<file path="config.mk">
export PLATFORM = sky130hd
export DESIGN_NAME = img_decoding
export DESIGN_NICKNAME = d
export VERILOG_FILES = /design/src/rtl/img_decoding.sv
export SDC_FILE = /design/constraint.sdc
export NUM_CORES = 1
export LEC_CHECK = 0
export BUFFER_PORTS_ARGS = -buffer_cell sky130_fd_sc_hd__buf_2
export CAP_MARGIN = 20
export CORE_UTILIZATION = 49
export CTS_BUF_LIST = sky130_fd_sc_hd__clkbuf_4 sky130_fd_sc_hd__clkbuf_8
export CTS_CLUSTER_SIZE = 28
export DETAILED_ROUTE_END_ITERATION = 7
export HOLD_SLACK_MARGIN = 0.12
export PLACE_DENSITY = 0.75
export SETUP_SLACK_MARGIN = 0.1
export SYNTH_ARGS = -nofsm -noshare
export SYNTH_HDL_FRONTEND = slang
export SYNTH_SLANG_ARGS = --single-unit
</file>
<file path="constraint.sdc">
create_clock -name clk -period 2.58 [get_ports clk]
set_input_delay 0.516 -clock clk [delete_from_list [all_inputs] [get_ports clk]]
set_output_delay 0.516 -clock clk [all_outputs]
set_load 0.02 [all_outputs]
</file>
<file path="src/rtl/img_decoding.sv">
`default_nettype none
// ============================================================================
// Module      : img_decoding
// Description : Run-length image decoder. Expands 16-bit code words
//               ({run_length-1, pixel}) into a raster stream of 8-bit
//               pixels with a frame-relative address. Flags runs that
//               cross a frame boundary.
// Revision    : 1.0 - initial release
// ============================================================================
module img_decoding #(
    parameter int PIC_SIZE = 4096,
    parameter int ADDR_W   = 16
) (
    input  logic              clk,
    input  logic              rst,
    input  logic [15:0]       code_in,
    input  logic              code_valid,
    output logic              code_ready,
    output logic [7:0]        pix_out,
    output logic              pix_valid,
    input  logic              pix_ready,
    output logic [ADDR_W-1:0] pix_addr,
    output logic              frame_done,
    output logic              overrun_err
);

    localparam logic [0:0]        c_ST_LOAD   = 1'b0;
    localparam logic [0:0]        c_ST_RUN    = 1'b1;
    localparam logic [ADDR_W-1:0] c_LAST_ADDR = ADDR_W'(PIC_SIZE - 1);

    logic [0:0]        r_state;
    logic [0:0]        w_state_next;
    logic [8:0]        r_remain;
    logic [7:0]        r_pix;
    logic [ADDR_W-1:0] r_addr;
    logic              r_frame_done;
    logic              r_overrun_err;

    logic              w_last_addr;
    logic              w_run_last;
    logic              w_pix_hs;
    logic              w_code_acc;

    // Frame-end and run-end conditions of the pixel currently presented.
    assign w_last_addr = (r_addr == c_LAST_ADDR);
    assign w_run_last  = (r_remain == 9'd1);

    // A new code is only taken mid-stream when it can replace the last pixel
    // of a run without a bubble; the frame's last pixel always returns to LOAD.
    assign code_ready = (r_state == c_ST_LOAD) ? 1'b1
                      : (w_run_last && pix_ready && !w_last_addr);

    assign w_pix_hs   = (r_state == c_ST_RUN) && pix_ready;
    assign w_code_acc = code_valid && code_ready;

    assign pix_valid   = (r_state == c_ST_RUN);
    assign pix_out     = r_pix;
    assign pix_addr    = r_addr;
    assign frame_done  = r_frame_done;
    assign overrun_err = r_overrun_err;

    // State register.
    always_ff @(posedge clk or posedge rst) begin
        if (rst) begin
            r_state <= c_ST_LOAD;
        end else begin
            r_state <= w_state_next;
        end
    end

    // Next-state logic: leave RUN when the run or the frame is exhausted,
    // unless a chained code is loaded on the run's last pixel.
    always_comb begin
        w_state_next = r_state;
        if (r_state == c_ST_LOAD) begin
            if (w_code_acc) begin
                w_state_next = c_ST_RUN;
            end
        end else begin
            if (w_pix_hs) begin
                if (w_last_addr) begin
                    w_state_next = c_ST_LOAD;
                end else if (w_run_last && !w_code_acc) begin
                    w_state_next = c_ST_LOAD;
                end
            end
        end
    end

    // Run datapath: load a code, or count down one pixel per handshake.
    always_ff @(posedge clk or posedge rst) begin
        if (rst) begin
            r_pix    <= 8'd0;
            r_remain <= 9'd0;
        end else begin
            if (w_code_acc) begin
                r_pix    <= code_in[7:0];
                r_remain <= {1'b0, code_in[15:8]} + 9'd1;
            end else if (w_pix_hs) begin
                // At frame end any leftover pixels of the run are discarded.
                r_remain <= w_last_addr ? 9'd0 : (r_remain - 9'd1);
            end
        end
    end

    // Raster address, frame-end pulse and sticky overrun flag.
    always_ff @(posedge clk or posedge rst) begin
        if (rst) begin
            r_addr        <= '0;
            r_frame_done  <= 1'b0;
            r_overrun_err <= 1'b0;
        end else begin
            r_frame_done <= 1'b0;
            if (w_pix_hs) begin
                if (w_last_addr) begin
                    r_addr       <= '0;
                    r_frame_done <= 1'b1;
                    if (r_remain > 9'd1) begin
                        r_overrun_err <= 1'b1;
                    end
                end else begin
                    r_addr <= r_addr + ADDR_W'(1);
                end
            end
        end
    end

endmodule
`default_nettype wire

</file>
# Word level (Yosys, flattened, before mapping)

Cells that the tools add are included.

Reductions and logical operators: 9
Add/sub/neg operators: 3
Eq/ne operators: 2
Muxes and demuxes: 12
Magnitude comparators: 1

Operators with widths:

| cell                    | number |
|---|---|
| $mux W9                 | 3 |
| $add A16 B1 Y16 const B | 1 |
| $eq A16 B12 Y1 const B  | 1 |
| $mux W16                | 1 |
| $add A8 B1 Y9 const B   | 1 |
| $eq A9 B1 Y1 const B    | 1 |
| $gt A9 B1 Y1 const B    | 1 |
| $sub A9 B1 Y9 const B   | 1 |
| $mux W1                 | 8 |
| $logic_and A1 B1 Y1     | 5 |
| $reduce_and A3 Y1       | 1 |
| $logic_not A1 Y1        | 2 |
| $reduce_bool A2 Y1      | 1 |

Output and inout bits: 28
Register bits after elaboration: 36

# Logic depth before layout (Yosys ltp)

Gate-level depths: netlist of run 1.

Depth in word-level cells: 11
Gate-level depth with buffers: 7
Depth with buffers taken out: 7

# Least setup slack after synthesis of run 1

Ideal clock, no wire load.

Kind: reg2out
Start point: register r_addr[14] (netlist: pix_addr[14])
End point: output port code_ready
Path buffers: 1
Data arrival time: 1.991 ns
Path slack: 0.073 ns
Stages on the path, launching flop included: 5
Cells stage by stage: dfrtp_1 -> or4_1 -> nor4_2 -> clkbuf_1 -> o21ai_0

Cells in the longest elaborated chain, start to end: 4

RTL lines:

| element                  | line | RTL |
|---|---|---|
| start: declaration       | 35   | `logic [ADDR_W-1:0] r_addr;` |
| start signal: assignment | 122  | `r_addr <= r_addr + ADDR_W'(1);` |
| $eq A16 B12 Y1           | 45   | `assign w_last_addr = (r_addr == c_LAST_ADDR);` |
| $logic_not A1 Y1         | 51   | `: (w_run_last && pix_ready && !w_last_addr);` |
| $logic_and A1 B1 Y1      | 51   |  |
| $mux W1                  | 50   | `assign code_ready = (r_state == c_ST_LOAD) ? 1'b1` |
| end: declaration         | 18   | `output logic code_ready,` |

Every way passes these cells.

# Final worst setup path of run 1

Start point: register r_addr[13] (netlist: pix_addr[13])
End point: output port code_ready

Same word-level chain as after synthesis.

==> results of run 1 <==
==> layout make-up <==
type | count | area share [%]
Clock buffer | 7 | 4.12
Tap cell | 48 | 2.57
Multi-Input combinational cell | 134 | 40.1
Sequential cell | 36 | 38.6
Timing Repair Buffer | 59 | 14.0
Inverter | 4 | 0.642
==> worst paths after layout <==
check                                      endpoint  slack [ns]  depth (start not counted)
min in group clk            r_remain[0]$_DFFE_PP0P_        0.44                          2
max                                      code_ready        0.17                          5
max in group asynchronous  pix_addr[12]$_DFFE_PP0P_        1.93                          3
min                          pix_out[0]$_DFFE_PP0N_        0.31                          3
min reg2reg                 overrun_err$_DFFE_PP0P_        0.46                          1
max reg2reg                  pix_out[7]$_DFFE_PP0N_        0.20                          5
==> flip-flops by register name, summed over array words and instances (netlist names) <==
signal / flops
pix_out: 8
r_remain: 9
overrun_err: 1
pix_addr: 16
frame_done: 1
pix_valid: 1
==> metal layers <==
metal / global-route usage [%] / vias up / wire length [um] / share of wire, %
li1: - / 756 / - / -
met1: 26.2 / 726 / 1730 / 45
met2: 35.5 / 40 / 1950 / 50
met3: 5.80 / 5 / 150 / 3.9
met4: 6.53 / 0 / 29 / 0.75
met5: 0 / - / 0 / 0
==> critical path, stage by stage, from the launching register on <==
cell and delay, ns:
dfrtp_1 0.43, or4_4 0.57, nor4_4 0.22, buf_4 0.15
o21ai_1 0.07, buf_4 0.17
==> stage by stage <==
step | instance area (um^2) | setup WS (ns) | instances | utilization, % | hold WS [ns]
global route | 2340 | 0.101 | 288 | 63.9 | 0.372
global placement | 2200 | 0.240 | 279 | 60.0 | 0.438
detailed placement | 2200 | 0.205 | 279 | 60.0 | 0.452
finish | 2340 | 0.166 | 288 | 63.9 | 0.311
floorplan | 1860 | 0.148 | 179 | - | 0.561
CTS | 2310 | 0.125 | 287 | 63.1 | 0.331
==> timing repair <==
| item | in CTS | in global routing |
|---|---|---|
| endpoints found under the hold margin | 0 | 0 |
| gates resized for setup | 2 | 4 |
| endpoints found under the setup margin | 1 | 1 |
| pin swaps | 0 | 1 |
| setup buffers | 1 | 1 |
| gates cloned | 0 | 0 |
| hold buffers | 0 | 0 |
==> power by group <==
| group | switching [mW] | internal, mW |
|---|---|---|
| Sequential | 0.206 | 0.750 |
| Combinational | 0.469 | 0.384 |
| Clock | 0.193 | 0.238 |
| Total | 0.868 | 1.37 |
==> layout by cell type, fill, tap and decap left out, types with 2 or more instances in the layout <==
cell type,n
nor4_4,2
a21o_1,2
buf_4,13
a211oi_1,3
xnor2_1,13
mux2_4,2
mux2_2,6
nand4_1,5
dfrtp_1,35
nor4_1,2
a21oi_1,7
or4_1,2
o21ai_0,8
clkbuf_8,7
o31ai_1,3
nor3_1,7
inv_1,4
and3_1,2
ha_1,4
buf_2,46
or4_4,3
nor2_1,12
nand3_1,13
xor2_1,10
nand2_1,18
and4_1,2
==> cell families after synthesis <==
kind of cell | after synthesis
AOI/OAI and AO/OA | 26
DFF | 36
and+or+nand+nor | 73
buffers and inverters | 9
xor gates and xnor gates | 23
adders and majority gates | 4
muxes | 8
==> flow_summary.toml, run 1 <==
[run_status]
status = "completed"

[timing]
tns_ns = 0
timing.slew.headroom_pct = 70.5
min_period_ns = 2.41
tightestPinTransition_ns = 0.442
post-route-period-util_pct = 93.6
fin_skew_ns = 0.00419
rsz0062_at_grt = "no"
drv_slew = 0
hold_viol = 0
fmaxAchievable_ghz = 0.414
finalSetupViolations = 0

[critical_path]
r2r_start = "r_remain[5]$_DFFE_PP0P_"
critPathMaxFanout = 5
endpoint_kind = "primary output"
startpoint = "pix_addr[13]$_DFFE_PP0P_"
path_class = "reg2out"
arrival_ns = 1.90
critical_path_required_ns = 2.06
startpoint_type = "flip-flop"

[global_route]
antenna_found_initial = 0
gr-total-overflow = 0
grt_pass1_vias = 1468
grt_pass1_wl_um = 6580
grt_max_degree = 37
grt_usage_pct = 21.2

[logic_synthesis]
yosys.area_share.simple_pct = 20.7
syn_nets = 203
synth_most_common_cell = "dfrtp_1"
syn_avg_cell_area_um2 = 10.4
yosysSeqAreaShare_pct = 48.5
yosys.area_share.adder_pct = 2.69
ys.flop_type = "dfrtp_1"
synth_top_area_share_pct = 48.5
synth_cells = 179
synth_area_leaders = "dfrtp_1 48%, xnor2_1 6.1%, xor2_1 4.7%"
yosysWarnings = 0
synth-seq-cells = 36
synth-async-reset-ratio_pct = 100
synth_commonest_cells = "36 x dfrtp_1, 18 x nand2_1, 13 x nand3_1, 13 x xnor2_1, 12 x nor2_1"
synth.distinct_cells = 32
synth_top_area_cell = "dfrtp_1"
netlist_area_mm2 = 0.00186
synth_xor_xnor_area_share_pct = 10.8
synth_edf_count = 0
synth_top_family_by_area = "simple AND/OR/NAND/NOR gates"
synth_compound_area_share_pct = 9.49
synthMuxAreaShare_pct = 5.25

[clock_network]
cts_tree = "yes"
clkSlewWorstSetupHoldPaths_ns = 0.07
numClockSinks = 36
clockBufferDepth = 2
clockRootBuffer = "clkbuf_8"
cts_max_level = 2
cts_buffers = 5
clk_latency_ns = 0.29

[min_path]
hold_path_class = "in2async"

[floorplanning]
io_pins = 48
die_w_um = 63.6
placementRows = 22
die_area_mm2 = 0.00404
start_util_pct = 50.8
core_mm2 = 0.00366
die_h_um = 63.6

[power]
power_mw = 2.24
powerDensity_mw_per_mm2 = 958
p_leak_nw = 1.09
ir_drop_mv = 0.546

[routing]
firstDrtPassIters = 4
drtAntennaViolNets = 0
totalWireLength_um = 3850
vias = 1527
drtIter0Drc = 104
viasPerCell = 5.30
wl_per_cell_um = 13.4
drcViolationCount = 0

[cells_and_area]
nets = 264
drive_gt1_share_pct = 33.8
seqCellArea_um2 = 902
antenna_cells = 0
num-fill-cells = 304
syn_to_final_growth_pct = 25.8
multi_input_area_um2 = 937

[placed_design]
gp_congestion = 0.860
dp_hpwl_um = 2800
numPortBuffers = 47

[flow_run]
max_cap_viol_count = 0
Note: power is estimated with default switching activity, not from simulation.
==> inputs of run 2 (changes only) <==
Settings changed: CORE_UTILIZATION 49 to 51, CTS_BUF_LIST sky130_fd_sc_hd__clkbuf_4 sky130_fd_sc_hd__clkbuf_8 to not set, PLACE_DENSITY 0.75 to 0.74.
Clock period 2.58 ns to 2.7 ns, I/O delays scaled along.
==> flow_summary.toml, run 2 (synthesized netlist as in run 1, its figures left out) <==
[cells_and_area]
num-fill-cells = 287
fin_area_mm2 = 0.00230
antenna_cells = 0
largest_register_ffs = 16
syn_to_final_growth_pct = 23.8
postLayoutCoreUtil_pct = 67.4
nets = 262
final_cell_mix = "46 x buf_2, 35 x dfrtp_1, 18 x nand2_1"
drive_gt1_share_pct = 32.6
final_common_cell = "buf_2"

[placed_design]
pre_cts_ws_ns = 0.287
dpl_cell_area_mm2 = 0.00218
dp_hpwl_um = 2710
numPortBuffers = 47
gp_congestion = 0.794

[critical_path]
startpoint_type = "flip-flop"
crit_buf_inv = 1
crit_family = "simple AND/OR/NAND/NOR gates"
critPathMaxFanout = 5
max_stage_delay_ns = 0.56
critical_path_required_ns = 2.16
crit_chain = "or4_4 > nor4_4 > nand3_1 > o21ai_1 > buf_4"
path_class = "reg2out"
arrival_ns = 2.03
endpoint_kind = "primary output"
crit_slowest_cell = "or4_4"

[timing]
fmaxAchievable_ghz = 0.390
finalSetupViolations = 0
drv_slew = 0
rsz0062_at_grt = "yes"
min_period_ns = 2.57
tightestPinTransition_ns = 0.451
timing.slew.headroom_pct = 70.0
post-route-period-util_pct = 95.1
tns_ns = 0
hold_viol = 0
fin_skew_ns = 0.00703
setup_slack_ns = 0.133

[clock_network]
cts_max_level = 2
clockBufferDepth = 2
clk_latency_ns = 0.34
numClockSinks = 36
clockRootBuffer = "clkbuf_4"
cts_tree = "yes"
cts_buffers = 5
hold_buffers = 0
clkSlewWorstSetupHoldPaths_ns = 0.11

[floorplanning]
die_area_mm2 = 0.00389
start_util_pct = 54.4
die_w_um = 62.4
core_mm2 = 0.00342
die_h_um = 62.4
io_pins = 48
placementRows = 21

[power]
p_comb_share_pct = 38.5
powerDensity_mw_per_mm2 = 915
p_sw_mw = 0.827
seqPwrFrac_pct = 43.6
internal_power_mw = 1.28
p_leak_nw = 1.08
power_mw = 2.11
netSwitchingFraction_pct = 39.3
pwr-share-clk_pct = 17.8
ir_drop_mv = 0.608

[global_route]
grt_pass1_vias = 1517
grt_usage_pct = 22.4
grt_pass1_wl_um = 6820
grt_max_degree = 37
antenna_found_initial = 0
gr-total-overflow = 0

[routing]
drtAntennaViolNets = 0
viasPerCell = 5.27
drcViolationCount = 0
firstDrtPassIters = 4
totalWireLength_um = 3850
wl_per_cell_um = 13.5
drtIter0Drc = 79
vias = 1502

[flow_run]
max_cap_viol_count = 0

[run_status]
status = "completed"

[min_path]
hold_path_class = "in2async"
run 2: cell types whose count changed in the layout (fill, tap and decap cells not counted), sizes merged:
cell,previous run,this run
buf,59,57
bufinv,0,1
clkbuf,7,6
clkinv,0,1
run 2: cell type report:
cell class              count  area (um^2)  share of cell area [%]
flip-flops and latches     36          902                    39.2
repair buffers             57          325                    14.1
multi-input cells         134          925                    40.2
clock buffers               6         41.3                    1.79
clock inverters             2         35.0                    1.52
inverters                   4         15.0                   0.653
well taps                  46         57.6                    2.50
run 2: what timing repair did:
item,in CTS,in global routing
setup buffers,1,3
resized for setup,1,4
hold endpoints to repair,0,0
pin swaps,0,3
endpoints found under the setup margin,1,1
run 2: through the flow:
stage	hold WS, ns	std cells
6_report	0.289	285
5_1_grt	0.309	285
4_1_cts	0.298	282
3_5_place_dp	0.441	273
3_3_place_gp	0.433	273
2_1_floorplan	0.561	179
run 2: worst register-to-register path: stages, from the launching register on:
cell and delay [ns]:
dfrtp_1 0.44, or4_4 0.56, or4_4 0.45, o32ai_4 0.30
buf_12 0.21, mux2_2 0.35
run 2: path summary, 6_finish.rpt:
| check | slack [ns] | endpoint | depth (start not counted) | from |
|---|---|---|---|---|
| min reg2reg | 0.46 | overrun_err$_DFFE_PP0P_ | 1 | overrun_err$_DFFE_PP0P_ |
| max | 0.13 | code_ready | 5 | r_remain[5]$_DFFE_PP0P_ |
| max reg2reg | 0.29 | pix_out[1]$_DFFE_PP0N_ | 5 | r_remain[5]$_DFFE_PP0P_ |
| min | 0.29 | r_remain[2]$_DFFE_PP0P_ | 3 | rst |
| min in group clk | 0.42 | r_remain[0]$_DFFE_PP0P_ | 2 | code_in[8] |
| max in group asynchronous | 2.08 | r_remain[4]$_DFFE_PP0P_ | 3 | rst |
run 2: power groups by stage:
stage / clock network (mW) / logic, mW / registers [mW]
floorplan: 0 / 0.421 / 1.03
global placement: 0 / 0.765 / 0.912
detailed placement: 0 / 0.784 / 0.918
CTS: 0.383 / 0.788 / 0.913
global route: 0.407 / 0.904 / 0.957
finish: 0.375 / 0.811 / 0.918
run 2: metal layers:
metal,GRT usage (%),wire length (um),up-vias
li1,-,-,754
met1,30.5,1870,699
met2,35.3,1730,44
met3,6.75,217,5
met4,5.23,35,0
met5,0,0,-
